--- config.mk ---
export PLATFORM = sky130hd
export DESIGN_NAME = seg4_scan_flat
export DESIGN_NICKNAME = d
export VERILOG_FILES = /design/src/rtl/seg4_scan_if.sv /design/src/rtl/seg4_scan.sv /design/src/flat_wrapper.sv
export SDC_FILE = /design/constraint.sdc
export NUM_CORES = 1
export LEC_CHECK = 0
export BUFFER_PORTS_ARGS = -buffer_cell sky130_fd_sc_hd__buf_2
export CAP_MARGIN = 0
export CELL_PAD_IN_SITES_DETAIL_PLACEMENT = 0
export CELL_PAD_IN_SITES_GLOBAL_PLACEMENT = 1
export CORE_ASPECT_RATIO = 0.6
export CORE_MARGIN = 1.5
export CORE_UTILIZATION = 24
export DETAILED_ROUTE_END_ITERATION = 8
export PLACE_DENSITY_LB_ADDON = 0.2
export SYNTH_ARGS = -nofsm -noshare
export SYNTH_HDL_FRONTEND = slang
export SYNTH_SLANG_ARGS = --single-unit
export TNS_END_PERCENT = 100
--- constraint.sdc ---
create_clock -name clk -period 3.4 [get_ports clk]
set_input_delay 0.68 -clock clk [delete_from_list [all_inputs] [get_ports clk]]
set_output_delay 0.68 -clock clk [all_outputs]
set_load 0.05 [all_outputs]
--- src/rtl/seg4_scan_if.sv ---
// seg4_scan_if: text window in, anode/segment drive out, for the 4-digit scanner.
interface seg4_scan_if;
    logic [19:0] data;
    logic [3:0]  an;
    logic [6:0]  seg;
    logic        dp;
    logic        frame_tick;
    modport master (input data, output an, seg, dp, frame_tick);
    modport slave  (output data, input an, seg, dp, frame_tick);
endinterface

--- src/rtl/seg4_scan.sv ---
// seg4_scan: 4-digit common-anode 7-segment scanner with per-frame snapshot and inter-digit blanking.
module seg4_scan #(
    parameter int SCAN_DIV  = 25000,
    parameter int BLANK_CYC = 500
) (
    input logic        clk,
    input logic        rst,
    seg4_scan_if.master bus
);
    localparam int CW = SCAN_DIV > 1 ? $clog2(SCAN_DIV) : 1;
    localparam logic [CW-1:0] LAST = CW'(SCAN_DIV - 1);

    logic [CW-1:0] cnt_q, cnt_d;
    logic [1:0]    dig_q, dig_d;
    logic [19:0]   snap_q, snap_d;
    logic [3:0]    an_q, an_d;
    logic [6:0]    seg_q, seg_d;
    logic          tick_q, wrap, load, blank;
    logic [4:0]    code;

    function automatic logic [6:0] font(input logic [4:0] c);
        case (c)
            5'd0:  font = 7'h40;
            5'd1:  font = 7'h79;
            5'd2:  font = 7'h24;
            5'd3:  font = 7'h30;
            5'd4:  font = 7'h19;
            5'd5:  font = 7'h12;
            5'd6:  font = 7'h02;
            5'd7:  font = 7'h78;
            5'd8:  font = 7'h00;
            5'd9:  font = 7'h10;
            5'd10: font = 7'h08;
            5'd11: font = 7'h03;
            5'd12: font = 7'h46;
            5'd13: font = 7'h21;
            5'd14: font = 7'h06;
            5'd15: font = 7'h0E;
            5'd16: font = 7'h42;
            5'd17: font = 7'h09;
            5'd18: font = 7'h79;
            5'd19: font = 7'h61;
            5'd20: font = 7'h09;
            5'd21: font = 7'h47;
            5'd22: font = 7'h48;
            5'd23: font = 7'h2B;
            5'd24: font = 7'h23;
            5'd25: font = 7'h0C;
            5'd26: font = 7'h18;
            5'd27: font = 7'h2F;
            5'd28: font = 7'h12;
            5'd29: font = 7'h07;
            5'd30: font = 7'h41;
            default: font = 7'h7F;
        endcase
    endfunction

    // Digits run 3->2->1->0; the snapshot is taken only on the wrap back into slot 3.
    always_comb begin
        wrap   = cnt_q == LAST;
        load   = wrap && dig_q == 2'd0;
        cnt_d  = wrap ? '0 : cnt_q + 1'b1;
        dig_d  = wrap ? dig_q - 2'd1 : dig_q;
        snap_d = load ? bus.data : snap_q;
        code   = snap_q[5*dig_q +: 5];
        blank  = BLANK_CYC > 0 && int'(cnt_q) < BLANK_CYC;
        an_d   = blank ? 4'hF : ~(4'b0001 << dig_q);
        seg_d  = blank ? 7'h7F : font(code);
    end

    always_ff @(posedge clk) begin
        if (rst) begin
            cnt_q  <= LAST;
            dig_q  <= 2'd0;
            snap_q <= '1;
            an_q   <= 4'hF;
            seg_q  <= 7'h7F;
            tick_q <= 1'b0;
        end else begin
            cnt_q  <= cnt_d;
            dig_q  <= dig_d;
            snap_q <= snap_d;
            an_q   <= an_d;
            seg_q  <= seg_d;
            tick_q <= load;
        end
    end

    assign bus.an         = an_q;
    assign bus.seg        = seg_q;
    assign bus.dp         = 1'b1;
    assign bus.frame_tick = tick_q;
endmodule

--- src/flat_wrapper.sv ---
// flat-port wrapper written by rule: the top's interface ports become plain ports
module seg4_scan_flat 
#(
    parameter int SCAN_DIV  = 25000,
    parameter int BLANK_CYC = 500
)
  (clk, rst, bus_data, bus_an, bus_seg, bus_dp, bus_frame_tick);
  seg4_scan_if bus_i ();
  input logic clk;
  input logic rst;
  input wire logic [$bits(bus_i.data)-1:0] bus_data;
  output wire logic [$bits(bus_i.an)-1:0] bus_an;
  output wire logic [$bits(bus_i.seg)-1:0] bus_seg;
  output wire logic [$bits(bus_i.dp)-1:0] bus_dp;
  output wire logic [$bits(bus_i.frame_tick)-1:0] bus_frame_tick;
  assign bus_i.data = bus_data;
  assign bus_an = bus_i.an;
  assign bus_seg = bus_i.seg;
  assign bus_dp = bus_i.dp;
  assign bus_frame_tick = bus_i.frame_tick;
  seg4_scan #(.SCAN_DIV(SCAN_DIV), .BLANK_CYC(BLANK_CYC)) u_core (.clk(clk), .rst(rst), .bus(bus_i));
endmodule
==> implementation parameters <==
Parameter                              Value

CTS
  Inserted Clock Buffers ... 5
  Quantity of gates resized following cts ... 0
  Count of buffers added by post-CTS timing repair for setup ... 0
  Library cell used as clock root buffer ... clkbuf_16
  Clock slew at reported path FFs ... approximately 0.070 ns
  CTS tree ... yes
  H-tree depth ... 2
  Sinks on the clock net ... between 40 and 50
  Maximum count of clock buffers along a single path ... 2
  Clock insertion delay at the later pin of the skew report ... 0.30 ns
  Number of hold-repair buffers added at the cts stage ... 0

Detailed routing
  Post-detailed-route wirelength per cell ... 14.4 µm
  Routed wire length ... roughly 6600 µm
  Via count ... around 2,100
  Drt first pass iters ... 4
  Number of DRC markers after the initial detailed-route iteration ... between 100 and 150
  Antenna violation net count after detailed routing ... 0
  Drt via density ... around 4.6
  DRC errors left ... 0

Placement
  Weighted congestion at the end of routability-driven global placement ... 0.715
  Placed Instance Area ... ~0.0029 mm²
  Detailed Place HPWL ... 4780 µm
  DP Cell Count ... around 450
  Quantity of I/O buffers inserted on ports ... 33

Timing
  Final total negative setup slack ... 0 ns
  Relative slew margins ... 0.502
  Final Max Slew Viols ... 0
  Worst hold slack ... around 0.47 ns
  Worst-margin pin slew ... roughly 0.75 ns
  Final-report setup violation count ... 0
  Final-report hold violation count ... 0
  Final Skew ... about 0.0075 ns
  Fmax ... around 420 MHz
  Final period demand of the worst path ... 2.35 ns
  Final worst path period share ... 0.692
  Unrepaired setup endpoints after global routing ... no

Synth
  Syn Nets ... 331
  Post-synthesis cell area ... 0.00261 mm²
  Dominant register cell in the synthesized netlist ... dfxtp_1
  Cell types occupying the most area after synthesis ... dfxtp_1 38%, nand2_1 7.9%, nand3b_1 6.0%
  Post-synthesis cell type count ... 40
  Async set-or-reset flop fraction in the synthesized netlist ... 0
  Syn Inst Count ... 297
  Most numerous cell types in the synthesized netlist ... 55 x nand2_1, 49 x dfxtp_1, 21 x nand3b_1
  Synth top area share ... 0.375
  Number of enable flip-flop cells after synthesis ... 0
  Share of the yosys chip area belonging to registers ... 0.375
  Register bit total from synthesis ... between 40 and 50
  Mean cell area of the mapped netlist ... 8.80 µm²
  Warning count from the yosys run ... 0
  Most common cell in the synthesized netlist ... nand2_1
  Cell accounting for the most synthesized area ... dfxtp_1

Floorplan
  Die span in y ... 83.8 µm
  Core box area ... 0.0106 mm²
  FP Rows ... 29
  Die outline area ... roughly 0.012 mm²
  Die span in x ... approximately 140 µm
  Starting utilization of the core area ... 0.247
  Number of top-level pins ... 35

Run status
  Outcome ... finished clean

Setup path
  Endpoint of the worst register-to-register path ... u_core.snap_q[10]$_SDFFE_PP1P_
  R2R Path Start ... u_core.cnt_q[12]$_SDFF_PP0_
  Worst setup EP type ... register
  Internal reg-to-reg setup slack ... ~1.0 ns
  Data arrival, critical path ... between 2 and 3 ns
  Data required time of the critical path ... roughly 3.6 ns
  Worst Reg-to-Reg Cells ... 5
  Worst setup path category ... register to register
  Critical path fanouts, max ... 20
  Beginning of the critical path ... u_core.cnt_q[12]$_SDFF_PP0_
  CP startpoint kind ... register

Layout
  Diode insertion count for antenna repair ... 0
  Area added between synthesis and finish ... 16.9%
  Final design area excluding fillers ... between 0.003 and 0.004 mm²
  Number of cells in the finished layout apart from fillers ... 460
  Proportion of layout cells with a drive suffix above 1 ... 0.165
  Post-layout nets ... roughly 350
  Number of filler cells placed in the layout ... between 1,000 and 1,500

Global routing
  Largest net degree at the start of global routing ... 40
  Gr ovfl total ... 0
  Global-route wire length before repair ... ~11,000 µm
  Number of antenna violations at the first check in global routing ... 0
  Global router's overall resource usage ... 0.121
  Vias in the first global route ... roughly 1,900

Hold path
  Hold Path Cell Cnt ... 2
  Worst hold path endpoint ... u_core.snap_q[15]$_SDFFE_PP1P_
  Type of the worst min-delay path ... register to register
  Worst hold start ... u_core.snap_q[15]$_SDFFE_PP1P_

Power
  Post-layout power ... approximately 3.0 mW
  Leakage dissipation ... 1.26 nW
  Pwr Density ... slightly below 1000 mW/mm²
  Peak supply drop ... approximately 0.26 mV

Run
  Max Cap Viol ... 0
state kept, by name, summed over array words and instances, names as in the netlist:
name                   cells
u_core.dig_q               2
u_core.bus.an              4
u_core.cnt_q              15
u_core.bus.frame_tick      1
u_core.bus.seg             7
u_core.snap_q             20
how the worst max path moves through the flow:
stage                                                end
after global placement    u_core.snap_q[19]$_SDFFE_PP1P_
after CTS                 u_core.snap_q[19]$_SDFFE_PP1P_
final                     u_core.snap_q[10]$_SDFFE_PP1P_
after detailed placement  u_core.snap_q[10]$_SDFFE_PP1P_
after global routing      u_core.snap_q[19]$_SDFFE_PP1P_
after floorplan             u_core.bus.seg[3]$_SDFF_PP1_
area by class of cell:
cell class | instances | area [µm²] | share of cell area
multi-input combinational | 218 | 1500 | 0.492
inverter | 10 | 37.5 | 0.0123
timing repair buffer | 36 | 188 | 0.0615
sequential | 49 | 981 | 0.321
clock inverter | 1 | 30.0 | 0.00983
tap | 139 | 174 | 0.0569
clock buffer | 7 | 143 | 0.0467
per-stage QoR:
step | util | setup slack [ns]
4_1_cts | 0.288 | 1.04
3_3_place_gp | 0.272 | 1.04
6_report | 0.288 | 1.05
5_1_grt | 0.288 | 0.856
3_5_place_dp | 0.272 | 1.07
2_1_floorplan | - | 0.927
layer usage:
metal | wire length [µm] | track usage | vias to the layer above
li1 | - | - | 1074
met2 | 2280 | 0.139 | 59
met1 | 3880 | 0.202 | 961
met5 | 0 | 0 | -
met3 | 380 | 0.0383 | 6
met4 | 65 | 0.0294 | 0
power breakdown:
part           leakage (nW)  switching [mW]  internal (mW)
Clock                0.0841           0.217          0.368
Combinational         0.774           0.926          0.558
Sequential            0.402           0.162          0.758
Total                  1.26            1.30           1.68
worst max-delay path, stage by stage (launching register included):
cell,delay (ns)
dfxtp_1,0.34
or4_1,0.62
nor4_4,0.37
and2_1,0.67
nand2_1,0.17
nand3b_1,0.12
kinds of logic after synthesis:
kind of cell / count (synthesis) / share of synthesized area
AOI/OAI and AO/OA: 40 / 0.105
xor gates and xnor gates: 18 / 0.0603
buffers and inverters: 30 / 0.0498
DFF: 49 / 0.375
adders and majority gates: 12 / 0.0575
other: 1 / 0.00144
muxes: 18 / 0.0991
and+or+nand+nor: 129 / 0.251
cell usage in the layout (no fill, tap or decap), types with 4 or more instances in the layout:
cell type  instances
nand2_1           55
dfxtp_1           49
buf_2             33
nand3b_1          21
nor2_1            17
ha_1              12
nor3_1            11
inv_1             10
xnor2_1           10
mux2i_1            9
nand3_1            8
xor2_1             8
o21bai_1           7
o211ai_1           7
mux4_2             6
a21oi_1            6
o21ai_0            6
clkbuf_16          5
a211oi_1           4
Power figures use the tool's default switching activity.
